### src/rtl/loader_pkg.sv
// -----------------------------------------------------------------------------
// loader_pkg
// Shared definitions for the boot-time memory loader: FSM state encoding,
// frame header length and memory lane geometry.
// No ports (package).
// -----------------------------------------------------------------------------
package loader_pkg;

   typedef enum logic [2:0] {
      IDLE = 3'd0,
      HDR  = 3'd1,
      DATA = 3'd2,
      CSUM = 3'd3,
      DONE = 3'd4
   } state_t;

   localparam int                   HDR_BYTES = 4;
   localparam int                   MEM_LANES = 4;
   localparam int                   LANE_W    = $clog2(MEM_LANES);
   localparam logic [MEM_LANES-1:0] BE_FULL   = 4'b1111;

endpackage

### src/rtl/mem_loader_if.sv
// -----------------------------------------------------------------------------
// mem_loader_if
// Groups the loader's byte-stream input and memory write port.
//   in_valid/in_data/in_ready : valid/ready byte stream (host -> loader)
//   mem_write                 : per-lane byte write enables (loader -> memory)
//   mem_addr                  : byte address of lane 0
//   mem_wdata                 : write data, lane k = bits [8k+7:8k]
// Modports: slave  = loader side
//           master = host / memory side
// -----------------------------------------------------------------------------
interface mem_loader_if
   import loader_pkg::*;
#(
   parameter int ADDR_W = 16
);

   logic                   in_valid;
   logic [7:0]             in_data;
   logic                   in_ready;
   logic [MEM_LANES-1:0]   mem_write;
   logic [ADDR_W-1:0]      mem_addr;
   logic [8*MEM_LANES-1:0] mem_wdata;

   modport slave (
      input  in_valid,
      input  in_data,
      output in_ready,
      output mem_write,
      output mem_addr,
      output mem_wdata
   );

   modport master (
      output in_valid,
      output in_data,
      input  in_ready,
      input  mem_write,
      input  mem_addr,
      input  mem_wdata
   );

endinterface

### src/rtl/word_packer.sv
// -----------------------------------------------------------------------------
// word_packer
// Packs accepted data bytes little-endian into a 32-bit word and emits a
// registered single-cycle write pulse when lane 3 fills or the frame's last
// data byte arrives. Tracks the running byte address of the current group.
// Ports:
//   clk, rst_n   : clock, asynchronous active-low reset
//   i_base_load  : load start address for a new frame (clears any group)
//   i_base       : frame start address
//   i_byte_vld   : a data byte is accepted this cycle
//   i_byte       : the data byte
//   i_last       : this byte is the frame's final data byte
//   o_mem_write  : byte write enables (pulse)
//   o_mem_addr   : group base address
//   o_mem_wdata  : packed group data, unused lanes zero
// -----------------------------------------------------------------------------
module word_packer
   import loader_pkg::*;
#(
   parameter int ADDR_W = 16
) (
   input  logic                   clk,
   input  logic                   rst_n,
   input  logic                   i_base_load,
   input  logic [ADDR_W-1:0]      i_base,
   input  logic                   i_byte_vld,
   input  logic [7:0]             i_byte,
   input  logic                   i_last,
   output logic [MEM_LANES-1:0]   o_mem_write,
   output logic [ADDR_W-1:0]      o_mem_addr,
   output logic [8*MEM_LANES-1:0] o_mem_wdata
);

   logic [LANE_W-1:0]      r_cnt;
   logic [8*MEM_LANES-1:0] r_pack;
   logic [MEM_LANES-1:0]   r_en;
   logic [ADDR_W-1:0]      r_base;
   logic [MEM_LANES-1:0]   r_mem_write;
   logic [ADDR_W-1:0]      r_mem_addr;
   logic [8*MEM_LANES-1:0] r_mem_wdata;

   logic [8*MEM_LANES-1:0] w_pack_nxt;
   logic [MEM_LANES-1:0]   w_en_nxt;
   logic                   w_flush;
   logic [ADDR_W-1:0]      w_grp_bytes;

   // Pack/enable state as it would look with the incoming byte merged in.
   // The flush decision uses this merged view so that a byte completing the
   // group is written in the very next cycle.
   always_comb begin
      w_pack_nxt                         = r_pack;
      w_en_nxt                           = r_en;
      w_pack_nxt[{r_cnt, 3'b000} +: 8]   = i_byte;
      w_en_nxt[r_cnt]                    = 1'b1;
      w_flush                            = i_byte_vld && ((w_en_nxt == BE_FULL) || i_last);
      w_grp_bytes                        = ADDR_W'(r_cnt) + ADDR_W'(1);
   end

   always_ff @(posedge clk or negedge rst_n) begin
      if (!rst_n) begin
         r_cnt       <= '0;
         r_pack      <= '0;
         r_en        <= '0;
         r_base      <= '0;
         r_mem_write <= '0;
         r_mem_addr  <= '0;
         r_mem_wdata <= '0;
      end else begin
         // Write enables are a one-cycle pulse; address/data hold afterwards.
         r_mem_write <= '0;
         if (i_base_load) begin
            r_base <= i_base;
            r_cnt  <= '0;
            r_en   <= '0;
            r_pack <= '0;
         end else if (i_byte_vld) begin
            if (w_flush) begin
               r_mem_write <= w_en_nxt;
               r_mem_addr  <= r_base;
               r_mem_wdata <= w_pack_nxt;
               // Address advances by the bytes actually written; wraps mod 2^ADDR_W.
               r_base      <= r_base + w_grp_bytes;
               r_cnt       <= '0;
               r_en        <= '0;
               r_pack      <= '0;
            end else begin
               r_pack <= w_pack_nxt;
               r_en   <= w_en_nxt;
               r_cnt  <= r_cnt + LANE_W'(1);
            end
         end
      end
   end

   assign o_mem_write = r_mem_write;
   assign o_mem_addr  = r_mem_addr;
   assign o_mem_wdata = r_mem_wdata;

endmodule

### src/rtl/mem_loader.sv
// -----------------------------------------------------------------------------
// mem_loader
// Boot-time loader: parses a framed byte stream
//   ADDR_LO, ADDR_HI, LEN_LO, LEN_HI, LEN data bytes, CSUM
// writes the data bytes into byte-addressable memory through word_packer,
// checks the XOR checksum and holds the CPU while a frame is in progress.
// Ports:
//   clk, rst_n : clock, asynchronous active-low reset
//   start      : pulse that begins a frame (ignored unless idle)
//   bus        : stream input + memory write port (slave modport)
//   busy       : frame in progress
//   cpu_hold   : same as busy
//   done       : sticky, last frame finished
//   err        : sticky, last frame had a checksum mismatch
// -----------------------------------------------------------------------------
module mem_loader
   import loader_pkg::*;
#(
   parameter int ADDR_W = 16,
   parameter bit CHK_EN = 1'b1
) (
   input  logic         clk,
   input  logic         rst_n,
   input  logic         start,
   mem_loader_if.slave  bus,
   output logic         busy,
   output logic         cpu_hold,
   output logic         done,
   output logic         err
);

   localparam logic [1:0] HDR_LAST = 2'(HDR_BYTES - 1);

   state_t      r_state;
   state_t      w_state_nxt;

   logic [1:0]  r_hdr_cnt;
   logic [15:0] r_addr;
   logic [7:0]  r_len_lo;
   logic [15:0] r_remain;
   logic [7:0]  r_csum;
   logic        r_done;
   logic        r_err;

   logic        w_in_ready;
   logic        w_xfer;
   logic        w_start_acc;
   logic        w_hdr_byte;
   logic        w_hdr_last;
   logic [15:0] w_len_full;
   logic        w_data_byte;
   logic        w_data_last;
   logic        w_csum_byte;

   logic [MEM_LANES-1:0]   w_mem_write;
   logic [ADDR_W-1:0]      w_mem_addr;
   logic [8*MEM_LANES-1:0] w_mem_wdata;

   // The loader never back-pressures inside a frame: ready depends on state only.
   assign w_in_ready  = (r_state == HDR) || (r_state == DATA) || (r_state == CSUM);
   assign w_xfer      = bus.in_valid && w_in_ready;
   assign w_start_acc = (r_state == IDLE) && start;
   assign w_hdr_byte  = (r_state == HDR) && w_xfer;
   assign w_hdr_last  = w_hdr_byte && (r_hdr_cnt == HDR_LAST);
   // On the final header byte, LEN_HI is still on the bus.
   assign w_len_full  = {bus.in_data, r_len_lo};
   assign w_data_byte = (r_state == DATA) && w_xfer;
   assign w_data_last = w_data_byte && (r_remain == 16'd1);
   assign w_csum_byte = (r_state == CSUM) && w_xfer;

   always_ff @(posedge clk or negedge rst_n) begin
      if (!rst_n) begin
         r_state <= IDLE;
      end else begin
         r_state <= w_state_nxt;
      end
   end

   always_comb begin
      w_state_nxt = r_state;
      case (r_state)
         IDLE: if (start)       w_state_nxt = HDR;
         HDR:  if (w_hdr_last)  w_state_nxt = (w_len_full == 16'd0) ? CSUM : DATA;
         DATA: if (w_data_last) w_state_nxt = CSUM;
         CSUM: if (w_csum_byte) w_state_nxt = DONE;
         DONE:                  w_state_nxt = IDLE;
         default:               w_state_nxt = IDLE;
      endcase
   end

   always_ff @(posedge clk or negedge rst_n) begin
      if (!rst_n) begin
         r_hdr_cnt <= '0;
         r_addr    <= '0;
         r_len_lo  <= '0;
         r_remain  <= '0;
         r_csum    <= '0;
         r_done    <= 1'b0;
         r_err     <= 1'b0;
      end else begin
         if (w_start_acc) begin
            r_hdr_cnt <= '0;
            r_remain  <= '0;
            r_csum    <= '0;
            r_done    <= 1'b0;
            r_err     <= 1'b0;
         end
         if (w_hdr_byte) begin
            r_hdr_cnt <= r_hdr_cnt + 2'd1;
            case (r_hdr_cnt)
               2'd0: r_addr[7:0]  <= bus.in_data;
               2'd1: r_addr[15:8] <= bus.in_data;
               2'd2: r_len_lo     <= bus.in_data;
               2'd3: r_remain     <= w_len_full;
               default: ;
            endcase
         end
         if (w_data_byte) begin
            r_csum   <= r_csum ^ bus.in_data;
            r_remain <= r_remain - 16'd1;
         end
         // Flags update on the CSUM byte so they are visible from DONE onward.
         if (w_csum_byte) begin
            r_done <= 1'b1;
            r_err  <= CHK_EN && (bus.in_data != r_csum);
         end
      end
   end

   // The address is complete by the last header byte (ADDR_HI arrived earlier).
   word_packer #(
      .ADDR_W (ADDR_W)
   ) u_packer (
      .clk         (clk),
      .rst_n       (rst_n),
      .i_base_load (w_hdr_last),
      .i_base      (ADDR_W'(r_addr)),
      .i_byte_vld  (w_data_byte),
      .i_byte      (bus.in_data),
      .i_last      (w_data_last),
      .o_mem_write (w_mem_write),
      .o_mem_addr  (w_mem_addr),
      .o_mem_wdata (w_mem_wdata)
   );

   assign bus.in_ready  = w_in_ready;
   assign bus.mem_write = w_mem_write;
   assign bus.mem_addr  = w_mem_addr;
   assign bus.mem_wdata = w_mem_wdata;

   assign busy     = (r_state != IDLE);
   assign cpu_hold = busy;
   assign done     = r_done;
   assign err      = r_err;

endmodule

### src/flat_wrapper.sv
// flat-port wrapper written by rule: the top's interface ports become plain ports
module mem_loader_flat import loader_pkg::*;
#(
   parameter int ADDR_W = 16,
   parameter bit CHK_EN = 1'b1
)
  (clk, rst_n, start, busy, cpu_hold, done, err, bus_in_valid, bus_in_data, bus_in_ready, bus_mem_write, bus_mem_addr, bus_mem_wdata);
  mem_loader_if #(.ADDR_W(ADDR_W)) bus_i ();
  input  logic clk;
  input  logic rst_n;
  input  logic start;
  output logic busy;
  output logic cpu_hold;
  output logic done;
  output logic err;
  input wire logic [$bits(bus_i.in_valid)-1:0] bus_in_valid;
  input wire logic [$bits(bus_i.in_data)-1:0] bus_in_data;
  output wire logic [$bits(bus_i.in_ready)-1:0] bus_in_ready;
  output wire logic [$bits(bus_i.mem_write)-1:0] bus_mem_write;
  output wire logic [$bits(bus_i.mem_addr)-1:0] bus_mem_addr;
  output wire logic [$bits(bus_i.mem_wdata)-1:0] bus_mem_wdata;
  assign bus_i.in_valid = bus_in_valid;
  assign bus_i.in_data = bus_in_data;
  assign bus_in_ready = bus_i.in_ready;
  assign bus_mem_write = bus_i.mem_write;
  assign bus_mem_addr = bus_i.mem_addr;
  assign bus_mem_wdata = bus_i.mem_wdata;
  mem_loader #(.ADDR_W(ADDR_W), .CHK_EN(CHK_EN)) u_core (.clk(clk), .rst_n(rst_n), .start(start), .bus(bus_i), .busy(busy), .cpu_hold(cpu_hold), .done(done), .err(err));
endmodule
### config.mk
export PLATFORM = sky130hd
export DESIGN_NAME = mem_loader_flat
export DESIGN_NICKNAME = d
export VERILOG_FILES = /design/src/rtl/loader_pkg.sv /design/src/rtl/mem_loader_if.sv /design/src/rtl/word_packer.sv /design/src/rtl/mem_loader.sv /design/src/flat_wrapper.sv
export SDC_FILE = /design/constraint.sdc
export NUM_CORES = 1
export LEC_CHECK = 0
export ABC_CLOCK_PERIOD_IN_PS = 6600
export BUFFER_PORTS_ARGS = -buffer_cell sky130_fd_sc_hd__buf_4
export CORE_MARGIN = 1
export CORE_UTILIZATION = 60
export CTS_BUF_LIST = sky130_fd_sc_hd__clkbuf_2
export CTS_CLUSTER_DIAMETER = 120
export CTS_CLUSTER_SIZE = 12
export DETAILED_ROUTE_END_ITERATION = 7
export HOLD_SLACK_MARGIN = 0.03
export MAX_ROUTING_LAYER = met4
export PLACE_DENSITY = 0.76
export SLEW_MARGIN = 40
export SYNTH_ARGS = -nofsm -noshare
export SYNTH_HDL_FRONTEND = slang
export SYNTH_HIERARCHICAL = 1
export SYNTH_SLANG_ARGS = --single-unit
export TNS_END_PERCENT = 100
### constraint.sdc
create_clock -name clk -period 6.6 [get_ports clk]
set_input_delay 0.99 -clock clk [delete_from_list [all_inputs] [get_ports clk]]
set_output_delay 0.99 -clock clk [all_outputs]
set_load 0.02 [all_outputs]
# Word level (Yosys, flattened, before mapping)
# Index checks and enable logic that the tools add are counted.
[totals]
register_bits = 161
input_bits = 12
out_inout_bits = 57
word_cells = 104
[classes]
addsub = 6
magnitude_cmp = 2
eq_ne = 13
n_shift = 2
mux = 35
bitwise_logic = 3
reduce_logical = 27
[op_table]
columns = ["operator", "n"]
rows = [
  ["$mux 16", 7],
  ["$mux 32", 3],
  ["$bwmux 32", 1],
  ["$shift 8x7->32 const A", 1],
  ["$shiftx 8x7->32", 1],
  ["$mux 4", 6],
  ["$add 16x3->16", 1],
  ["$eq 16x1->1 const B", 1],
  ["$logic_not 16->1", 1],
  ["$mux 8", 2],
  ["$sub 16x1->16 const B", 1],
  ["$mux 3", 4],
  ["$pmux 3 s4", 1],
  ["$mux 2", 5],
  ["$reduce_bool 2->1", 5],
  ["$logic_and 1x1->1", 9],
  ["$ne 8x8->1", 1],
  ["$reduce_and 2->1", 4],
  ["$xor 8x8->8", 1],
  ["$neg 5->7", 1],
  ["$eq 3x2->1 const B", 2],
  ["$ne 2x2->1 const B", 3],
  ["$mux 1", 5],
  ["$add 2x1->2 const B", 2],
  ["17 further kinds", 20],
]

# Logic depth before layout (Yosys ltp)
# Gate-level depths: netlist of run 1.
[logic_depth]
depth_word = 11
ltp_mapped = 11
mapped_depth_nobuf = 7

# Hierarchy
# The synthesis of run 1 kept the hierarchy.
[modules_own_cells]
columns = ["module", "n_inst", "cells_per_inst", "area_per_inst_um2", "seq_area_each_um2"]
rows = [
  ["word_packer", 1, 424, 4998.5, 2652.5],
  ["mem_loader", 1, 283, 2882.8, 1376.3],
]

# Worst setup path before layout of run 1
# Ideal clock, no wire load.
[synth_timing]
kind = "input port to flip-flop"
from = "input port bus_in_valid"
to = "register u_core.u_packer.r_mem_addr[2] (netlist: u_core/u_packer/o_mem_addr[2])"
setup_ns = 0.125
arrival_ns = 2.965
t_required_ns = 6.475
setup_slack_ns = 3.510
cell_stages = 11
n_path_buf = 6
path_cell_list = "buf_2 -> and4bb_1 -> and2_1 -> buf_2 -> buf_2 -> buf_2 -> nand2b_1 -> or2_1 -> buf_6 -> buf_6 -> mux2_4"
[synth_between]
word_cells_on_any_way = 9
classes_between = "1 x bitwise; 8 x reduce/logical"
[synth_rtl]
columns = ["item", "line", "text"]
rows = [
  ["start: declaration", "flat_wrapper.sv:16", "input wire logic [$bits(bus_i.in_valid)-1:0] bus_in_valid;"],
  ["$logic_and 1x1->1", "mem_loader.sv:61", "assign w_xfer = bus.in_valid && w_in_ready;"],
  ["$logic_and 1x1->1", "mem_loader.sv:63", "assign w_hdr_byte = (r_state == HDR) && w_xfer;"],
  ["$logic_and 1x1->1", "mem_loader.sv:64", "assign w_hdr_last = w_hdr_byte && (r_hdr_cnt == HDR_LAST);"],
  ["named net u_core.w_hdr_last", "mem_loader.sv:49", "logic w_hdr_last;"],
  ["$not 1->1 (no line)", "-", ""],
  ["$reduce_and 3->1 (no line)", "-", ""],
  ["end signal: assignment", "word_packer.sv:79", "r_mem_addr <= r_base;"],
  ["end: declaration", "word_packer.sv:39", "logic [ADDR_W-1:0] r_mem_addr;"],
]
# The timed path passes the listed nets, and every way through them passes these cells.
# A chain may end at the register's enable or synchronous reset.

# Worst setup path in the final report of run 1
[layout_timing]
from = "register u_core.r_state[0]"
to = "register u_core.u_packer.r_mem_addr[15] (netlist: u_core/u_packer/o_mem_addr[15])"
[layout_between]
elab_chain_cells = 9
word_cells_on_any_way = 14
classes_between = "3 x eq/ne; 1 x bitwise; 10 x reduce/logical"
[layout_rtl]
columns = ["item", "line", "text"]
rows = [
  ["start: declaration", "mem_loader.sv:34", "state_t r_state;"],
  ["start signal: assignment", "mem_loader.sv:75", "r_state <= w_state_nxt;"],
  ["$eq 3x1->1 or $eq 3x2->1 (tied branches)", "mem_loader.sv:60, mem_loader.sv:67", ""],
  ["$logic_or 1x1->1 (2 in a row)", "mem_loader.sv:60", "assign w_in_ready = (r_state == HDR) || (r_state == DATA) || (r_state == CSUM);"],
  ["$logic_and 1x1->1", "mem_loader.sv:61", ""],
  ["$logic_and 1x1->1 (*)", "mem_loader.sv:67", "assign w_data_byte = (r_state == DATA) && w_xfer;"],
  ["$logic_and 1x1->1 (*)", "mem_loader.sv:68", "assign w_data_last = w_data_byte && (r_remain == 16'd1);"],
  ["named net u_core.w_data_last", "mem_loader.sv:52", "logic w_data_last;"],
  ["$logic_or 1x1->1 (*)", "word_packer.sv:55", "w_flush = i_byte_vld && ((w_en_nxt == BE_FULL) || i_last);"],
  ["$logic_and 1x1->1 (*)", "word_packer.sv:55", ""],
  ["$reduce_and 3->1 (no line) (*)", "-", ""],
]
# Mark *: on every way through the listed nets, which the timed path passes. The rest lies on a longest branch.

==> results of run 1 <==
[cells in the mapped netlist, types with 6 or more instances]
library cell,instances
a21o_1,9
a21oi_1,20
a22o_1,43
a22oi_1,13
a31oi_1,14
a32o_1,6
and2_1,6
buf_1,8
buf_2,16
clkbuf_1,23
dfrtp_1,161
ha_1,13
inv_1,13
mux2_2,26
mux2_4,26
nand2_1,37
nand3_1,13
nand4_1,8
nor2_1,43
nor2b_1,13
nor3_1,8
o211ai_1,8
o21ai_0,63
o31ai_1,14
or4_1,19
xnor2_1,8
[flip-flops by register name (all words and copies together), names as in the netlist]
| signal | cells |
|---|---|
| u_core/r_len_lo | 8 |
| u_core/r_state | 3 |
| u_core/u_packer/r_cnt | 2 |
| u_core/u_packer/o_mem_addr | 16 |
| u_core/done | 1 |
| u_core/u_packer/r_en | 4 |
| u_core/r_addr | 16 |
| u_core/u_packer/r_base | 16 |
| u_core/r_hdr_cnt | 2 |
| u_core/r_csum | 8 |
| u_core/u_packer/o_mem_write | 4 |
| u_core/err | 1 |
| u_core/u_packer/r_pack | 32 |
| u_core/u_packer/o_mem_wdata | 32 |
| u_core/r_remain | 16 |
[kinds of logic after synthesis]
family,count (synthesis),share of synthesized area [%]
AO/OA/AOI/OAI,217,19.6
AND/OR/NAND/NOR,184,13.1
flip-flops,161,51.1
buffers and inverters,69,4.13
multiplexers,52,8.67
adder cells (fa/ha/maj),14,2.32
XOR/XNOR,10,1.11
[per-layer routing]
layer  part of all wire (%)  GRT usage, %
met1                     43          38.8
met2                     50          46.9
met3                    5.1          5.40
met4                    1.7          12.1
met5                      0             -
[worst paths after layout]
kind                                       startpoint                             end  cells after the start
setup reg to reg                    u_core/r_state[0]  u_core/u_packer/o_mem_addr[15]                      9
hold / removal                                  rst_n  u_core/u_packer/o_mem_addr[13]                      1
min in group clk           u_core/u_packer/r_pack[31]      u_core/u_packer/r_pack[31]                      1
max in group asynchronous                       rst_n                u_core/r_csum[4]                      2
hold reg to reg            u_core/u_packer/r_pack[31]      u_core/u_packer/r_pack[31]                      1
setup / recovery                    u_core/r_state[0]  u_core/u_packer/o_mem_addr[15]                      9
[area by class of cell]
cell class / instances / area [µm²]
multi-input cells: 477 / 3540
flip-flops and latches: 161 / 4030
fillers: 988 / 4080
clock inverters: 12 / 118
inverters: 14 / 52.6
well taps: 172 / 215
repair buffers: 77 / 586
clock buffers: 19 / 95.1
[power by group]
group	internal [mW]	switching, mW	total, mW
Combinational	0.416	0.545	0.960
Clock	0.170	0.328	0.499
Sequential	1.20	0.244	1.45
Total	1.79	1.12	2.91
[worst max-delay path, delay by kind of cell (launching register included)]
| family | cells | cell delay [ps] |
|---|---|---|
| AND/OR/NAND/NOR | 4 | 1320 |
| buffers and inverters | 3 | 900 |
| flip-flops | 1 | 670 |
| multiplexers | 1 | 360 |
| AO/OA/AOI/OAI | 1 | 140 |
[through the flow]
stage	instances	utilization, %	hold slack, ps
after global placement	901	66.1	475
after detailed placement	901	66.1	479
after floorplan	707	-	457
final	932	67.9	250
after CTS	932	67.8	235
after global routing	932	67.9	233
==> metrics.md, run 1 <==
| Metric | Value |
|---|---|
| Post-route antenna net violation count | 0 |
| Post-DP HPWL | 12,100 µm |
| Fin crit share | 53.3% |
| Sink Count | 161 |
| Crit Path Class | reg -> reg |
| Netlist cell types | 69 |
| Top FF cell, synth | dfrtp_1 |
| RSZ-0062 raised after global routing | no |
| Core Area | 0.0127 mm² |
| Clock Latency Late Sink | 740 ps |
| Crit end category | flop |
| GPL Wtd Cong | 0.868 |
| Aggregate global-route resource usage | 30.0% |
| Leading cell type in the layout, fill and taps excluded | dfrtp_1 |
| Post-synth ARST share | 100% |
| Arrival @ worst endpoint | 4170 ps |
| Fin nets | 774 |
| P_leak | 3.99 nW |
| Max Fclk | 284 MHz |
| Post-detailed-routing wire length | 18,200 µm |
| Crit-path max FO | 30 |
| Tmin final | 3520 ps |
| Worst Max-Slew Pin Slew | 752 ps |
| Ports | 69 |
| Post-Synthesis Cell Area | 0.00788 mm² |
| Vias per inst | 6.33 |
| Synth Instances | 707 |
| Die height | 117 µm |
| Gates resized, CTS repair | 0 |
| Die span in x | 117 µm |
| Global-route wire length before repair | 29,700 µm |
| Relative max-transition margin | 49.9% |
| Syn nets | 733 |
| Top cell type's share of synthesized area | 51.1% |
| Hold WC Path Type | in -> async |
| Maximum VDD drop | 224 µV |
| Initial Util | 61.9% |
| Maxcap violations | 0 |
| Grt ovf | 0 |
| # rows | 41 |
| Worst Skew | 28.3 ps |
| Cell Chain, Critical Path | nand4bb_1 > buf_4 > inv_1 > and4_1 > and4_1 > a21oi_4 > or2_2 > buf_4 > mux2_2 |
| Setup Viol. Count Final | 0 |
| # DRC | 0 |
| Largest net degree at the start of global routing | 87 |
| Die footprint | 0.0136 mm² |
| Max-slew violations | 0 |
| Number of I/O port buffers | 68 |
| Largest area contributor in the netlist | dfrtp_1 |
| Worst R2R Setup Slack | 3080 ps |
| Status | complete, no violations |
| Clock Pin Slew Worst Setup and Hold Paths | 210 ps |
| Final Hold Viols | 0 |
| PwrDens | 336 mW/mm² |
| First-pass iteration count of the detailed router | 5 |
| Initial antenna violation count | 0 |
| Slowest CP cell | dfrtp_1 |
| Worst Path Required | 7250 ps |
| CP startpoint kind | flop |
| DP Area | 0.00841 mm² |
| Most frequent cells in the layout | dfrtp_1, buf_4, o21ai_0 |
| Via Count | 5,900 |
| Setup TNS Final | 0 ps |
| CTS max path bufs | 2 |
| Vias in the first global route | 5,789 |
| Ys Warns | 6 |
| Inserted Diodes | 0 |
| Sequential-to-total area share from yosys stat | 51.1% |
| CTS H-tree depth | 4 |
| TritonCTS clock tree | yes |
| Post-route cell area | 0.00864 mm² |
| Area Growth Syn to Fin | 9.60% |
| Final worst slack | 3080 ps |
| Num CTS Buffers | 17 |
| Total power | 2.91 mW |
| Post-CTS Setup Inserts | 0 |
| Cts hold-fix bufs | 0 |
| Syn_area_per_cell | 11.1 µm² |
| Layout cells sized above 1 | 23.2% |
| Iteration-0 DRC count of the detailed router | 479 |
| Post-place setup slack | 2380 ps |
| CTS root buf | clkbuf_2 |
| Largest cells by area after synthesis | dfrtp_1, mux2_4, a22o_1, o21ai_0, mux2_2 |
| DR WL/cell | 19.6 µm |
| Max stage delay on crit path | 670 ps |
| EDFF count, synth | 0 |
| Synth Register Bits | 161 |
(Power assumes the default switching activity.)
==> run 2, diff against run 1 <==
--- a/config.mk
+++ b/config.mk
@@ -5,7 +5,7 @@
 export SDC_FILE = /design/constraint.sdc
 export NUM_CORES = 1
 export LEC_CHECK = 0
-export ABC_CLOCK_PERIOD_IN_PS = 6600
+export ABC_CLOCK_PERIOD_IN_PS = 3400
 export BUFFER_PORTS_ARGS = -buffer_cell sky130_fd_sc_hd__buf_4
 export CORE_MARGIN = 1
 export CORE_UTILIZATION = 60
==> constraint.sdc (replaced) <==
create_clock -name clk -period 3.4 [get_ports clk]
set_input_delay 0.51 -clock clk [delete_from_list [all_inputs] [get_ports clk]]
set_output_delay 0.51 -clock clk [all_outputs]
set_load 0.02 [all_outputs]
==> run 2 against run 1 <==
  * Worst hold slack lost 67 ps
  * Wire length grew 1.3%
  * Final cell count grew 0.75%
  * Utilization grew 0.62 points
  * Clock skew grew 5.4 ps
  * Critical endpoint is now u_core/u_packer/r_base[10]
  * Die area is the same
  * Critical path type unchanged
  * Critical path depth shrank 2
==> metrics.md, run 2 (synthesis gave the netlist of run 1 again) <==
| Metric | Value |
|---|---|
| Status | complete, no violations (unchanged) |
| Reg2reg start | u_core/u_packer/r_cnt[0] (was u_core/r_state[0]) |
| Seq pwr share | 48.6% (was 49.8%) |
| P_leak | 4.03 nW (was 3.99 nW) |
| Final Hold Viols | 0 (unchanged) |
| Largest net degree at the start of global routing | 68 (was 87) |
| Relative max-transition margin | 51.4% (was 49.9%) |
| Most frequent cells in the layout | dfrtp_1, buf_4, o21ai_0 (unchanged) |
| TritonCTS clock tree | yes (unchanged) |
| Placed cells | 906 (was 901) |
| Logic pwr share | 33.3% (was 33.0%) |
| Gates resized, CTS repair | 0 (unchanged) |
| Crit end category | flop (unchanged) |
| Cell Chain, Critical Path | inv_1 > ha_1 > fa_1 > nand3b_1 > or2_0 > or4_1 > a31oi_1 (was nand4bb_1 > buf_4 > inv_1 > and4_1 > and4_1 > a21oi_4 > or2_2 > buf_4 > mux2_2) |
| CTS root buf | clkbuf_2 (unchanged) |
| PwrDens | 657 mW/mm² (was 336 mW/mm²) |
| CTS H-tree depth | 4 (unchanged) |
| Die footprint | 0.0136 mm² (unchanged) |
| Tmin final | 2810 ps (was 3520 ps) |
| Vias per inst | 6.45 (was 6.33) |
| DR WL/cell | 19.7 µm (was 19.6 µm) |
| Maximum VDD drop | 380 µV (was 224 µV) |
| Via Count | 6,058 (was 5,900) |
| Inserted Diodes | 0 (unchanged) |
| Leading cell type in the layout, fill and taps excluded | dfrtp_1 (unchanged) |
| Iteration-0 DRC count of the detailed router | 695 (was 479) |
| Clock Pin Slew Worst Setup and Hold Paths | 210 ps (about the same) |
| Die height | 117 µm (unchanged) |
| # rows | 41 (unchanged) |
| Post-detailed-routing wire length | 18,500 µm (was 18,200 µm) |
| Num CTS Buffers | 17 (unchanged) |
| Hold wc startpoint | bus_in_data[6] |
| Clock Power Share | 18.2% (was 17.2%) |
| Hold_ws | 183 ps (was 250 ps) |
| Slowest CP cell | dfrtp_1 (unchanged) |
| Net Sw Frac | 37.6% (was 38.4%) |
| Fin nets | 780 (was 774) |
| Hold Path Sink | u_core/r_remain[14] |
| CP top delay family | simple AND/OR/NAND/NOR gates (unchanged) |
| Reg2reg path depth | 7 (was 9) |
| Post-DP HPWL | 11,900 µm (was 12,100 µm) |
| Worst R2R Setup Slack | 590 ps (was 3080 ps) |
| GPL Wtd Cong | 0.911 (was 0.868) |
| Setup Viol. Count Final | 0 (unchanged) |
| Post-CTS Setup Inserts | 0 (unchanged) |
| Sink Count | 161 (unchanged) |
| Total power | 5.73 mW (was 2.91 mW) |
| Initial antenna violation count | 0 (unchanged) |
| Reg area | 0.00403 mm² (unchanged) |
| Initial Util | 61.9% (unchanged) |
| Number of I/O port buffers | 68 (unchanged) |
| Post-route cell area | 0.00872 mm² (was 0.00864 mm²) |
| # DRC | 0 (unchanged) |
| Setup TNS Final | 0 ps (unchanged) |
| Crit-path max FO | 10 (was 30) |
| Filler instances | 994 (was 988) |
| Core Area | 0.0127 mm² (unchanged) |
| Maxcap violations | 0 (unchanged) |
| Grt ovf | 0 (unchanged) |
| Crit path buffers/inverters | 1 (was 3) |
| Fin crit share | 82.7% (was 53.3%) |
| Clock Latency Late Sink | 720 ps (was 740 ps) |
| Worst Max-Slew Pin Slew | 725 ps (was 752 ps) |
| Crit Path Class | reg -> reg (unchanged) |
| Ports | 69 (unchanged) |
| Vias in the first global route | 5,688 (was 5,789) |
| RSZ-0062 raised after global routing | no (unchanged) |
| Worst Hold Depth | 3 |
| Net switching power | 2.16 mW (was 1.12 mW) |
| Area of the multi-input gates | 0.00353 mm² (was 0.00354 mm²) |
| Hold WC Path Type | in -> reg (was in -> async) |
| Arrival @ worst endpoint | 3460 ps (was 4170 ps) |
| Final std cells w/o fill | 939 (was 932) |
| Aggregate global-route resource usage | 29.7% (was 30.0%) |
| Int Pwr | 3.57 mW (was 1.79 mW) |
| DP Area | 0.00847 mm² (was 0.00841 mm²) |
| CTS max path bufs | 2 (unchanged) |
| Max stage delay on crit path | 540 ps (was 670 ps) |
| Max-slew violations | 0 (unchanged) |
| Max Fclk | 355 MHz (was 284 MHz) |
| CP startpoint kind | flop (unchanged) |
| Critical R2R Capture | u_core/u_packer/r_base[10] (was u_core/u_packer/o_mem_addr[15]) |
| Layout cells sized above 1 | 23.3% (was 23.2%) |
| Worst Path Required | 4050 ps (was 7250 ps) |
| Area Growth Syn to Fin | 10.6% (was 9.60%) |
| First-pass iteration count of the detailed router | 5 (unchanged) |
| Global-route wire length before repair | 29,700 µm (about the same) |
| Die span in x | 117 µm (unchanged) |
| Post-route antenna net violation count | 0 (unchanged) |
| Worst Skew | 33.7 ps (was 28.3 ps) |
==> run 2: per-layer routing <==
metal,track usage [%],part of all wire [%],vias to the layer above
li1,-,-,2738
met1,40.4,44,3041
met2,45.4,48,243
met3,4.26,5.4,36
met4,11.4,2.1,0
met5,-,0,-
==> run 2: worst max-delay path by stage <==
stage | startpoint | to | slack, ps | cells after the start
after floorplan | bus_in_valid | u_core/u_packer/o_mem_addr[2] | 790 | 11
after global placement | bus_in_valid | u_core/u_packer/o_mem_addr[15] | 720 | 9
after detailed placement | bus_in_valid | u_core/u_packer/r_pack[20] | 650 | 8
after CTS | u_core/u_packer/r_cnt[0] | u_core/u_packer/r_base[10] | 630 | 7
after global routing | u_core/u_packer/r_cnt[0] | u_core/u_packer/r_base[10] | 450 | 7
final | u_core/u_packer/r_cnt[0] | u_core/u_packer/r_base[10] | 590 | 7
==> run 2: metrics by stage <==
step / worst slack (ps) / util, %
2_1_floorplan: 790 / -
3_3_place_gp: 715 / 66.6
3_5_place_dp: 645 / 66.6
4_1_cts: 629 / 68.5
5_1_grt: 454 / 68.5
6_report: 587 / 68.5
==> run 2: what timing repair did <==
| action | 4_1_cts | 5_1_grt |
|---|---|---|
| hold endpoints to repair | 65 | 0 |
| hold buffers | 1 | 0 |
| endpoints found under the setup margin | 0 | 0 |
==> run 2: cell type report <==
type | instances | area share (%)
Clock buffer | 19 | 1.09
Clock inverter | 13 | 1.65
Inverter | 14 | 0.603
Multi-Input combinational cell | 477 | 40.5
Sequential cell | 161 | 46.2
Tap cell | 172 | 2.47
Timing Repair Buffer | 83 | 7.51
==> run 2: power groups by stage <==
stage / Sequential, mW / Combinational (mW) / Clock [mW]
global placement: 2.77 / 1.82 / 0
floorplan: 2.68 / 1.40 / 0
detailed placement: 2.80 / 1.87 / 0
CTS: 2.76 / 1.89 / 1.07
global route: 2.85 / 2.09 / 1.14
finish: 2.78 / 1.91 / 1.04
==> run 2: worst reg2reg max path, delay by kind of cell (launching register included) <==
family / cells / cell delay [ps]
adders and majority gates: 2 / 690
DFF: 1 / 540
and+or+nand+nor: 3 / 1170
AOI/OAI and AO/OA: 1 / 190
buffers and inverters: 1 / 170
==> run 3, diff against run 2 <==
--- a/config.mk
+++ b/config.mk
@@ -5,7 +5,7 @@
 export SDC_FILE = /design/constraint.sdc
 export NUM_CORES = 1
 export LEC_CHECK = 0
-export ABC_CLOCK_PERIOD_IN_PS = 3400
+export ABC_CLOCK_PERIOD_IN_PS = 2600
 export BUFFER_PORTS_ARGS = -buffer_cell sky130_fd_sc_hd__buf_4
 export CORE_MARGIN = 1
 export CORE_UTILIZATION = 60
==> constraint.sdc (replaced) <==
create_clock -name clk -period 2.6 [get_ports clk]
set_input_delay 0.39 -clock clk [delete_from_list [all_inputs] [get_ports clk]]
set_output_delay 0.39 -clock clk [all_outputs]
set_load 0.02 [all_outputs]
==> run 3 against run 2 <==
  * Combinational power up 38%
  * Final cell count increased by 2.1%
  * First-iteration DRC count fell by 25%
  * Sequential cell count unchanged
  * Clock skew is 8.1 ps lower
  * Register-to-register slack worse by 410 ps
  * Setup slack lost 410 ps
  * Non-clock buffer count rose by 20
  * Worst hold slack improved by 23 ps
  * Die area stayed put
  * Critical endpoint unchanged
  * Utilization grew 1.8 points
==> metrics.md, run 3 (synthesis gave the netlist of run 1 again) <==
| Metric | Value |
|---|---|
| Status | complete, no violations (unchanged) |
| Iteration-0 DRC count of the detailed router | 523 (was 695) |
| Arrival @ worst endpoint | 3080 ps (was 3460 ps) |
| First-pass iteration count of the detailed router | 5 (unchanged) |
| Net switching power | 2.92 mW (was 2.16 mW) |
| Clock Pin Slew Worst Setup and Hold Paths | 230 ps (was 210 ps) |
| Max stage delay on crit path | 500 ps (was 540 ps) |
| Ports | 69 (unchanged) |
| Setup Viol. Count Final | 0 (unchanged) |
| Maximum VDD drop | 597 µV (was 380 µV) |
| Max Fclk | 413 MHz (was 355 MHz) |
| Clock Power Share | 19.5% (was 18.2%) |
| CP top delay family | simple AND/OR/NAND/NOR gates (unchanged) |
| TritonCTS clock tree | yes (unchanged) |
| Initial Util | 61.9% (unchanged) |
| Number of I/O port buffers | 68 (unchanged) |
| CP startpoint kind | flop (unchanged) |
| Max-slew violations | 0 (unchanged) |
| Die span in x | 117 µm (unchanged) |
| Tmin final | 2420 ps (was 2810 ps) |
| Global-route wire length before repair | 30,700 µm (was 29,700 µm) |
| Via Count | 6,179 (was 6,058) |
| RSZ-0062 raised after global routing | no (unchanged) |
| Aggregate global-route resource usage | 30.8% (was 29.7%) |
| Most frequent cells in the layout | dfrtp_1, buf_4, o21ai_0 (unchanged) |
| Leading cell type in the layout, fill and taps excluded | dfrtp_1 (unchanged) |
| Grt ovf | 0 (unchanged) |
| Inserted Diodes | 0 (unchanged) |
| Post-CTS Setup Inserts | 0 (unchanged) |
| Final Hold Viols | 0 (unchanged) |
| Post-route antenna net violation count | 0 (unchanged) |
| Vias per inst | 6.44 (was 6.45) |
| Die footprint | 0.0136 mm² (unchanged) |
| P_leak | 4.15 nW (was 4.03 nW) |
| Setup TNS Final | 0 ps (unchanged) |
| Die height | 117 µm (unchanged) |
| # rows | 41 (unchanged) |
| Logic pwr share | 33.9% (was 33.3%) |
| CTS max path bufs | 2 (unchanged) |
| Crit end category | flop (unchanged) |
| # DRC | 0 (unchanged) |
| Vias in the first global route | 5,969 (was 5,688) |
| Initial antenna violation count | 0 (unchanged) |
| Seq pwr share | 46.6% (was 48.6%) |
| DR WL/cell | 19.9 µm (was 19.7 µm) |
| Fin crit share | 93.2% (was 82.7%) |
| Clock Latency Late Sink | 710 ps (was 720 ps) |
| CTS root buf | clkbuf_2 (unchanged) |
| Cell Chain, Critical Path | inv_1 > ha_1 > fa_1 > nand3b_1 > or2_1 > or4_1 > a31oi_1 (was inv_1 > ha_1 > fa_1 > nand3b_1 > or2_0 > or4_1 > a31oi_1) |
| Sink Count | 161 (unchanged) |
| Post-DP HPWL | 12,500 µm (was 11,900 µm) |
| Post-detailed-routing wire length | 19,100 µm (was 18,500 µm) |
| Maxcap violations | 0 (unchanged) |
| GPL Wtd Cong | 0.887 (was 0.911) |
| Layout Utilization | 70.3% (was 68.5%) |
| Core Area | 0.0127 mm² (unchanged) |
| Fin nets | 800 (was 780) |
| Crit path buffers/inverters | 1 (unchanged) |
| Int Pwr | 4.85 mW (was 3.57 mW) |
| Worst Skew | 25.6 ps (was 33.7 ps) |
| Crit Path Class | reg -> reg (unchanged) |
| Largest net degree at the start of global routing | 65 (was 68) |
| Layout cells sized above 1 | 24.5% (was 23.3%) |
| Slowest CP cell | or4_1 (was dfrtp_1) |
| Area Growth Syn to Fin | 13.5% (was 10.6%) |
| Hold WC Path Type | in -> reg (unchanged) |
| PwrDens | 869 mW/mm² (was 657 mW/mm²) |
| Worst Path Required | 3260 ps (was 4050 ps) |
| Crit-path max FO | 10 (unchanged) |
| Worst R2R Setup Slack | 180 ps (was 590 ps) |
| Relative max-transition margin | 57.3% (was 51.4%) |
| Num CTS Buffers | 17 (unchanged) |
| CTS H-tree depth | 4 (unchanged) |
| Net Sw Frac | 37.6% (about the same) |
| Worst Max-Slew Pin Slew | 634 ps (was 725 ps) |
-- run 3: cell count changes in the layout (fill, tap and decap cells not counted), moves of 2 or more --
cell	previous run	this run
buf_4	79	89
dlygate4sd3_1	1	10
clkinv_4	0	3
clkinv_1	3	1
-- run 3: path summary, 6_finish.rpt --
check                                           from                              to  depth (start not counted)
setup / recovery            u_core/u_packer/r_cnt[0]      u_core/u_packer/r_base[10]                          7
hold / removal                        bus_in_data[4]      u_core/u_packer/r_pack[20]                          3
setup reg to reg            u_core/u_packer/r_cnt[0]      u_core/u_packer/r_base[10]                          7
hold reg to reg            u_core/u_packer/r_pack[1]       u_core/u_packer/r_pack[1]                          1
max in group asynchronous                      rst_n       u_core/u_packer/r_base[9]                          4
min in group asynchronous                      rst_n  u_core/u_packer/o_mem_addr[11]                          3
-- run 3: repair_timing --
action	CTS	global route
resized for setup	0	3
endpoints found under the hold margin	183	0
endpoints found under the setup margin	0	13
hold buffers	10	0
-- run 3: final cells by class --
cell class | instances | area (µm²)
fillers | 958 | 3770
flip-flops and latches | 161 | 4030
clock inverters | 14 | 189
clock buffers | 18 | 90.1
inverters | 14 | 52.6
multi-input cells | 477 | 3530
repair buffers | 103 | 840
well taps | 172 | 215
-- run 3: power groups by stage --
stage                     Combinational [mW]  Sequential [mW]  Clock, mW
after floorplan                         1.83             3.51          0
after global placement                  2.47             3.60          0
after detailed placement                2.56             3.65          0
after CTS                               2.59             3.59       1.56
after global routing                    2.86             3.69       1.67
final                                   2.64             3.62       1.51
-- run 3: worst register-to-register path: stages (launching register included) --
cell	delay [ps]
dfrtp_1	410
inv_1	100
ha_1	240
fa_1	410
nand3b_1	200
or2_1	350
or4_1	500
a31oi_1	170
-- run 3: per-layer routing --
metal  routed length [µm]  global-route usage (%)  vias to the layer above
li1                     -                       -                     2789
met1                 8230                    40.4                     3090
met2                 9100                    47.5                      252
met3                 1170                    5.55                       48
met4                  574                    13.0                        0
met5                    0                       -                        -
-- run 3: metrics by stage --
| step | area (µm²) | hold WS (ps) | setup slack (ps) | std cells | power [mW] |
|---|---|---|---|---|---|
| 2_1_floorplan | 7880 | 94.4 | 110 | 707 | 5.34 |
| 3_3_place_gp | 8560 | 304 | 260 | 917 | 6.07 |
| 3_5_place_dp | 8560 | 309 | 132 | 917 | 6.21 |
| 4_1_cts | 8940 | 117 | 147 | 959 | 7.74 |
| 5_1_grt | 8950 | 123 | 56.6 | 959 | 8.22 |
| 6_report | 8950 | 207 | 177 | 959 | 7.77 |
